--- src/rtl/elevator_controller.sv ---
// -----------------------------------------------------------------------------
// elevator_controller
//   Elevator car controller for the floor-display path. Latches floor calls,
//   schedules car movement with a SCAN (keep-going-in-one-direction) policy,
//   times floor-to-floor travel and door dwell, and drives the floor number
//   and motion status for the seven_segment stage.
//
//   Optional feature macro: ELEVATOR_ESTOP_EN adds the estop input, which
//   freezes movement and door timing while held.
//
// Parameters
//   NUM_FLOORS    number of floors (2..10)
//   TRAVEL_TICKS  clk cycles per floor of travel (>=2)
//   DOOR_TICKS    clk cycles the door stays open (>=2)
//
// Ports
//   clk        system clock, rising edge
//   rst_n      asynchronous active-low reset
//   req        floor-call pulses, one bit per floor
//   estop      emergency stop (only with ELEVATOR_ESTOP_EN)
//   floor      current floor, binary
//   status     0 = UP, 1 = DOWN, 2 = STABLE
//   door_open  high while the door is open
//   pending    latched, not-yet-served calls
//
// state     | meaning
// ----------+-----------------------------------------------------------
// IDLE      | car parked with door closed, choosing the next direction
// MOVE_UP   | travelling upward, one floor every TRAVEL_TICKS cycles
// MOVE_DOWN | travelling downward, one floor every TRAVEL_TICKS cycles
// DOOR_OPEN | serving the current floor for DOOR_TICKS cycles
// -----------------------------------------------------------------------------
module elevator_controller #(
   parameter int NUM_FLOORS   = 8,
   parameter int TRAVEL_TICKS = 50_000_000,
   parameter int DOOR_TICKS   = 100_000_000
) (
   input  logic                  clk,
   input  logic                  rst_n,
   input  logic [NUM_FLOORS-1:0] req,
`ifdef ELEVATOR_ESTOP_EN
   input  logic                  estop,
`endif
   output logic [3:0]            floor,
   output logic [1:0]            status,
   output logic                  door_open,
   output logic [NUM_FLOORS-1:0] pending
);

   localparam int MAX_TICKS = (TRAVEL_TICKS > DOOR_TICKS) ? TRAVEL_TICKS : DOOR_TICKS;
   localparam int TW        = $clog2(MAX_TICKS);

   localparam logic [TW-1:0] TRAVEL_LAST = TW'(TRAVEL_TICKS - 1);
   localparam logic [TW-1:0] DOOR_LAST   = TW'(DOOR_TICKS - 1);

   localparam logic [1:0] ST_UP     = 2'd0;
   localparam logic [1:0] ST_DOWN   = 2'd1;
   localparam logic [1:0] ST_STABLE = 2'd2;

   typedef enum logic [1:0] {IDLE, MOVE_UP, MOVE_DOWN, DOOR_OPEN} state_t;

   state_t          state;
   logic            dir;
   logic [TW-1:0]   timer;

   logic            halt;
   logic [3:0]      step_floor;
   logic [NUM_FLOORS-1:0] here_mask, above_mask, below_mask;
   logic [NUM_FLOORS-1:0] step_mask, step_above, step_below;
   logic [NUM_FLOORS-1:0] pend_all, req_eff, clear;
   logic            at_here, any_above, any_below;
   logic            arrive_hit, further_up, further_down;
   logic            tc_travel, tc_door, door_restart;

`ifdef ELEVATOR_ESTOP_EN
   assign halt = estop;
`else
   assign halt = 1'b0;
`endif

   // Floor the car lands on at the next travel terminal count; only
   // meaningful in the move states, where it can never leave range.
   assign step_floor = (state == MOVE_UP) ? floor + 4'd1 : floor - 4'd1;

   always_comb begin
      here_mask  = '0;
      above_mask = '0;
      below_mask = '0;
      step_mask  = '0;
      step_above = '0;
      step_below = '0;
      for (int i = 0; i < NUM_FLOORS; i++) begin
         here_mask[i]  = (4'(i) == floor);
         above_mask[i] = (4'(i) >  floor);
         below_mask[i] = (4'(i) <  floor);
         step_mask[i]  = (4'(i) == step_floor);
         step_above[i] = (4'(i) >  step_floor);
         step_below[i] = (4'(i) <  step_floor);
      end
   end

   // Arrival decisions include this cycle's req so a call for the floor
   // being reached on the arrival edge is served by that arrival.
   assign pend_all     = pending | req;
   assign at_here      = |(pending & here_mask);
   assign any_above    = |(pending & above_mask);
   assign any_below    = |(pending & below_mask);
   assign arrive_hit   = |(pend_all & step_mask);
   assign further_up   = |(pend_all & step_above);
   assign further_down = |(pend_all & step_below);
   assign tc_travel    = (timer == TRAVEL_LAST);
   assign tc_door      = (timer == DOOR_LAST);
   assign door_restart = (state == DOOR_OPEN) && |(req & here_mask);

   always_comb begin
      clear   = '0;
      req_eff = req;
      // A call for the floor whose door is open is absorbed, not latched.
      if (state == DOOR_OPEN)
         req_eff = req & ~here_mask;
      if (!halt) begin
         if (state == IDLE && at_here)
            clear = here_mask;
         else if ((state == MOVE_UP || state == MOVE_DOWN) && tc_travel && arrive_hit)
            clear = step_mask;
      end
   end

   always_ff @(posedge clk or negedge rst_n) begin
      if (!rst_n) begin
         state     <= IDLE;
         dir       <= 1'b1;
         timer     <= '0;
         floor     <= 4'd0;
         status    <= ST_STABLE;
         door_open <= 1'b0;
         pending   <= '0;
      end else begin
         pending <= (pending | req_eff) & ~clear;
         if (halt) begin
            status <= ST_STABLE;
         end else begin
            case (state)
               IDLE: begin
                  timer <= '0;
                  if (at_here) begin
                     state     <= DOOR_OPEN;
                     door_open <= 1'b1;
                     status    <= ST_STABLE;
                  end else if (any_above && (dir || !any_below)) begin
                     state  <= MOVE_UP;
                     dir    <= 1'b1;
                     status <= ST_UP;
                  end else if (any_below) begin
                     state  <= MOVE_DOWN;
                     dir    <= 1'b0;
                     status <= ST_DOWN;
                  end
               end
               MOVE_UP, MOVE_DOWN: begin
                  // Re-assert the move glyph every cycle so it returns
                  // straight after an emergency stop releases.
                  status <= (state == MOVE_UP) ? ST_UP : ST_DOWN;
                  if (tc_travel) begin
                     floor <= step_floor;
                     timer <= '0;
                     if (arrive_hit) begin
                        state     <= DOOR_OPEN;
                        door_open <= 1'b1;
                        status    <= ST_STABLE;
                     end else if (!((state == MOVE_UP) ? further_up : further_down)) begin
                        state  <= IDLE;
                        status <= ST_STABLE;
                     end
                  end else begin
                     timer <= timer + TW'(1);
                  end
               end
               DOOR_OPEN: begin
                  status <= ST_STABLE;
                  if (door_restart) begin
                     timer <= '0;
                  end else if (tc_door) begin
                     state     <= IDLE;
                     door_open <= 1'b0;
                     timer     <= '0;
                  end else begin
                     timer <= timer + TW'(1);
                  end
               end
               default: begin
                  state     <= IDLE;
                  timer     <= '0;
                  door_open <= 1'b0;
                  status    <= ST_STABLE;
               end
            endcase
         end
      end
   end

endmodule

--- config.mk ---
export PLATFORM = sky130hd
export DESIGN_NAME = elevator_controller
export DESIGN_NICKNAME = d
export VERILOG_FILES = /design/src/rtl/elevator_controller.sv
export SDC_FILE = /design/constraint.sdc
export NUM_CORES = 1
export LEC_CHECK = 0
export ABC_CLOCK_PERIOD_IN_PS = 3400
export BUFFER_PORTS_ARGS = -buffer_cell sky130_fd_sc_hd__buf_4
export CAP_MARGIN = 30
export CORE_MARGIN = 8
export CORE_UTILIZATION = 50
export DETAILED_ROUTE_END_ITERATION = 6
export PLACE_DENSITY = 0.68
export SLEW_MARGIN = 20
export SYNTH_ARGS = -nofsm -noshare
export SYNTH_HDL_FRONTEND = slang
export SYNTH_SLANG_ARGS = --single-unit
--- constraint.sdc ---
create_clock -name clk -period 3.4 [get_ports clk]
set_clock_uncertainty 0.05 [all_clocks]
set_input_delay 0.17 -clock clk [delete_from_list [all_inputs] [get_ports clk]]
set_output_delay 0.17 -clock clk [all_outputs]
set_load 0.005 [all_outputs]
==> summary.md <==
| Metric | Value |
|---|---|
| R2R Path End | state[1] |
| TNS Setup | 0 ns |
| Area growth, synth to finish | 14.2% |
| FMAX | 320 MHz |
| Kind of critical path | flip-flop to flip-flop |
| Num CTS Buffers | 5 |
| Switching Share | 21.7% |
| R2R depth | 9 |
| Synth cell types | 63 |
| Outcome | complete, no violations |
| Vias in the first global route | 2698 |
| Initial Util | 52.2% |
| Main combinational cell family by area after synthesis | simple AND/OR/NAND/NOR gates |
| Cell row count | 28 |
| Period utilisation layout | around nine tenths |
| Pint | 0.765 mW |
| Sink Count | between 40 and 50 |
| Clock Pin Slew Worst Setup and Hold Paths | 0.10 ns |
| Clock share of power | 42.5% |
| Layout cells sized above 1 | roughly 15% |
| Critical Path End Type | flip-flop |
| Pwr Density | around 280 mW/mm^2 |
| Routability Congestion | roughly 1.0 |
| Leak pwr | 1.54 nW |
| Highest routed layer | met4 |
| Core ar. | between 0.005 and 0.006 mm^2 |
| Max clock buf depth | 2 |
| Hold depth | 4 |
| Vias | 2881 |
| Max-cap viol count | 0 |
| Adder-Cell Fraction of Synth Area | 3.22% |
| Syn. warnings | 0 |
| Syn avg cell area | between 8 and 9 um^2 |
| Post-Syn Area | 0.00311 mm^2 |
| Count of pins over their slew limit | 0 |
| Routed wl met3 | 610 um |
| Top_reg_cell synth | dfrtp_1 |
| Die height | 94.9 um |
| Final setup viols | 0 |
| Worst EP arrival | about 3.3 ns |
| Mux contribution to synthesized area | 3.82% |
| CTS tree | done |
| Rel. slew slack | slightly below 60% |
| Fillers | 508 |
| Synth Area in Compound Gates | between 20 and 25% |
| Clock root cell | clkbuf_8 |
| Global-route wire length before repair | 13800 um |
| 1st-iter DRT viols | 206 |
| Total grt overflow | 0 |
| Pin count of the biggest net entering global routing | 46 |
| Final hold vios | 0 |
| Post-Synth XOR/XNOR Area | under 10% |
| Number of port buffers | 24 |
| Total wire length | just over 8000 um |
| Post-synth EDFFs | 0 |
| Initial antenna violation count | 0 |
| Required @ worst endpoint | 3.54 ns |
| Wl on met1 | 3880 um |
| Full die area | 0.00900 mm^2 |
| Crit Reg-Reg Startpoint | floor[0] |
| Synthesized flop and latch total | 45 |
| Synth Area in Simple Gates | 23.7% |
| Most frequent cells in the layout | 55 x nor2_1, 43 x dfrtp_1, 39 x buf_4 |
| Ant diodes | 0 |
| Post-Syn Instances | 356 |
| Detail Route met2 WL | 3640 um |
| I/O Pins | 25 |
| Clk_lat worst skew | 0.31 ns |
| Least-Margin Pin Slew | 0.608 ns |
| Minimum clock period | ~3.1 ns |
| Detail Route Antenna Nets | 0 |
| Most common cell after layout, fill and taps aside | nor2_1 |
| Startpoint types | flip-flop |
| HPWL after DPL | 6250 um |
| RSZ-0062 raised after global routing | false |
| Register area share after synthesis | 36.3% |
| Fraction of registers with async set or reset after synthesis | 100% |
| Hold Path Sink | pending[1] |
| Die X | approximately 95 um |
| Placed cells | around 460 |
| Hold Startpoint | req[1] |
| Worst-path fanout max | 8 |
| NetSw | 0.212 mW |
| Combinational power share | between 2 and 3% |
| Reg power frac | a little over half |
| Post-CTS Setup Inserts | 0 |
| Fin cells | 464 |
| Reg2Reg Setup Slack | 0.28 ns |
| Avg Vias per Cell | about 6.2 |
| DRC viols | 0 |
| H-tree depth | 2 |
| Syn_nets | 374 |
| Final #Nets | 406 |
| Hold WC Path Type | primary input to flip-flop |
| Drt wl/cell | approximately 18 um |
| Drt pass-1 iters | 5 |
| GR Util All Layers | 19.3% |
| Final core utilization | around three fifths |
| Worst vdd ir | 0.294 mV |
critical path, stage by stage (launching register included):
cell	delay, ns
dfrtp_1	0.49
inv_1	0.10
ha_1	0.39
xor2_1	0.42
nor2_1	0.19
a32o_1	0.28
a211oi_1	0.44
a2111oi_4	0.10
a21oi_2	0.24
mux2_4	0.32
synthesized netlist by cell type (all sizes together), types with 8 or more instances:
library cell,instances,area (um^2)
a211oi,8,60.1
nand2,23,86.3
xor2,17,149
inv,14,52.6
nand4,10,62.6
dfrtp,43,1080
nor3,10,50.1
ha,8,100
o21ai,14,70.1
nand3,14,70.1
a21oi,20,104
xnor2,14,130
clkbuf,11,41.3
mux2i,8,92.6
nor2,55,206
layer usage:
metal / GRT usage [%] / vias up
met2: 29.2 / 112
met1: 26.8 / 1386
li1: - / 1369
met4: 6.37 / 0
met5: 0 / -
met3: 4.05 / 14
kinds of logic (layout without fill, tap and decap cells):
group,after synthesis,after routing
AOI/OAI and AO/OA,86,86
xor gates and xnor gates,31,31
adders and majority gates,8,8
buffers and inverters,29,62
DFF,45,45
muxes,10,10
and+or+nand+nor,147,147
metrics by stage:
step	setup slack, ns	hold slack [ns]	power [mW]	cell area, um^2
after floorplan	0.289	-0.176	0.548	3110
after global placement	0.489	0.166	0.573	3430
after detailed placement	0.314	0.165	0.572	3430
after CTS	0.300	0.191	0.988	3550
after global routing	0.117	0.229	1.01	3550
final	0.279	0.200	0.977	3550
state kept, by name (all words and copies together) (netlist names):
name	count
dir	1
door_open	1
floor	4
pending	8
state	2
status	2
timer	27
what timing repair did:
item,4_1_cts,5_1_grt
resized for setup,0,0
endpoints found under the hold margin,43,0
hold buffers,1,0
power by group through the flow:
stage	sequential (mW)	combinational, mW	clock [mW]
floorplan	0.546	0.00237	0
global placement	0.545	0.0275	0
detailed placement	0.545	0.0271	0
CTS	0.535	0.0282	0.425
global route	0.535	0.0308	0.444
finish	0.535	0.0277	0.415
area by class of cell:
type / instances / area (um^2) / share of cell area [%]
clock buffers: 6 / 72.6 / 2.04
well taps: 75 / 93.8 / 2.64
multi-input cells: 282 / 1860 / 52.4
inverters: 14 / 52.6 / 1.48
clock inverters: 2 / 38.8 / 1.09
flip-flops and latches: 45 / 1130 / 31.8
repair buffers: 40 / 303 / 8.52
worst max path at each step:
stage | endpoint | cells past startpoint | startpoint | slack, ns
floorplan | state[1] | 11 | floor[1] | 0.29
global placement | state[1] | 9 | floor[0] | 0.49
detailed placement | state[1] | 9 | floor[0] | 0.31
CTS | state[1] | 9 | floor[0] | 0.30
global route | state[1] | 9 | floor[0] | 0.12
finish | state[1] | 9 | floor[0] | 0.28
Note: power is estimated with default switching activity, not from simulation.
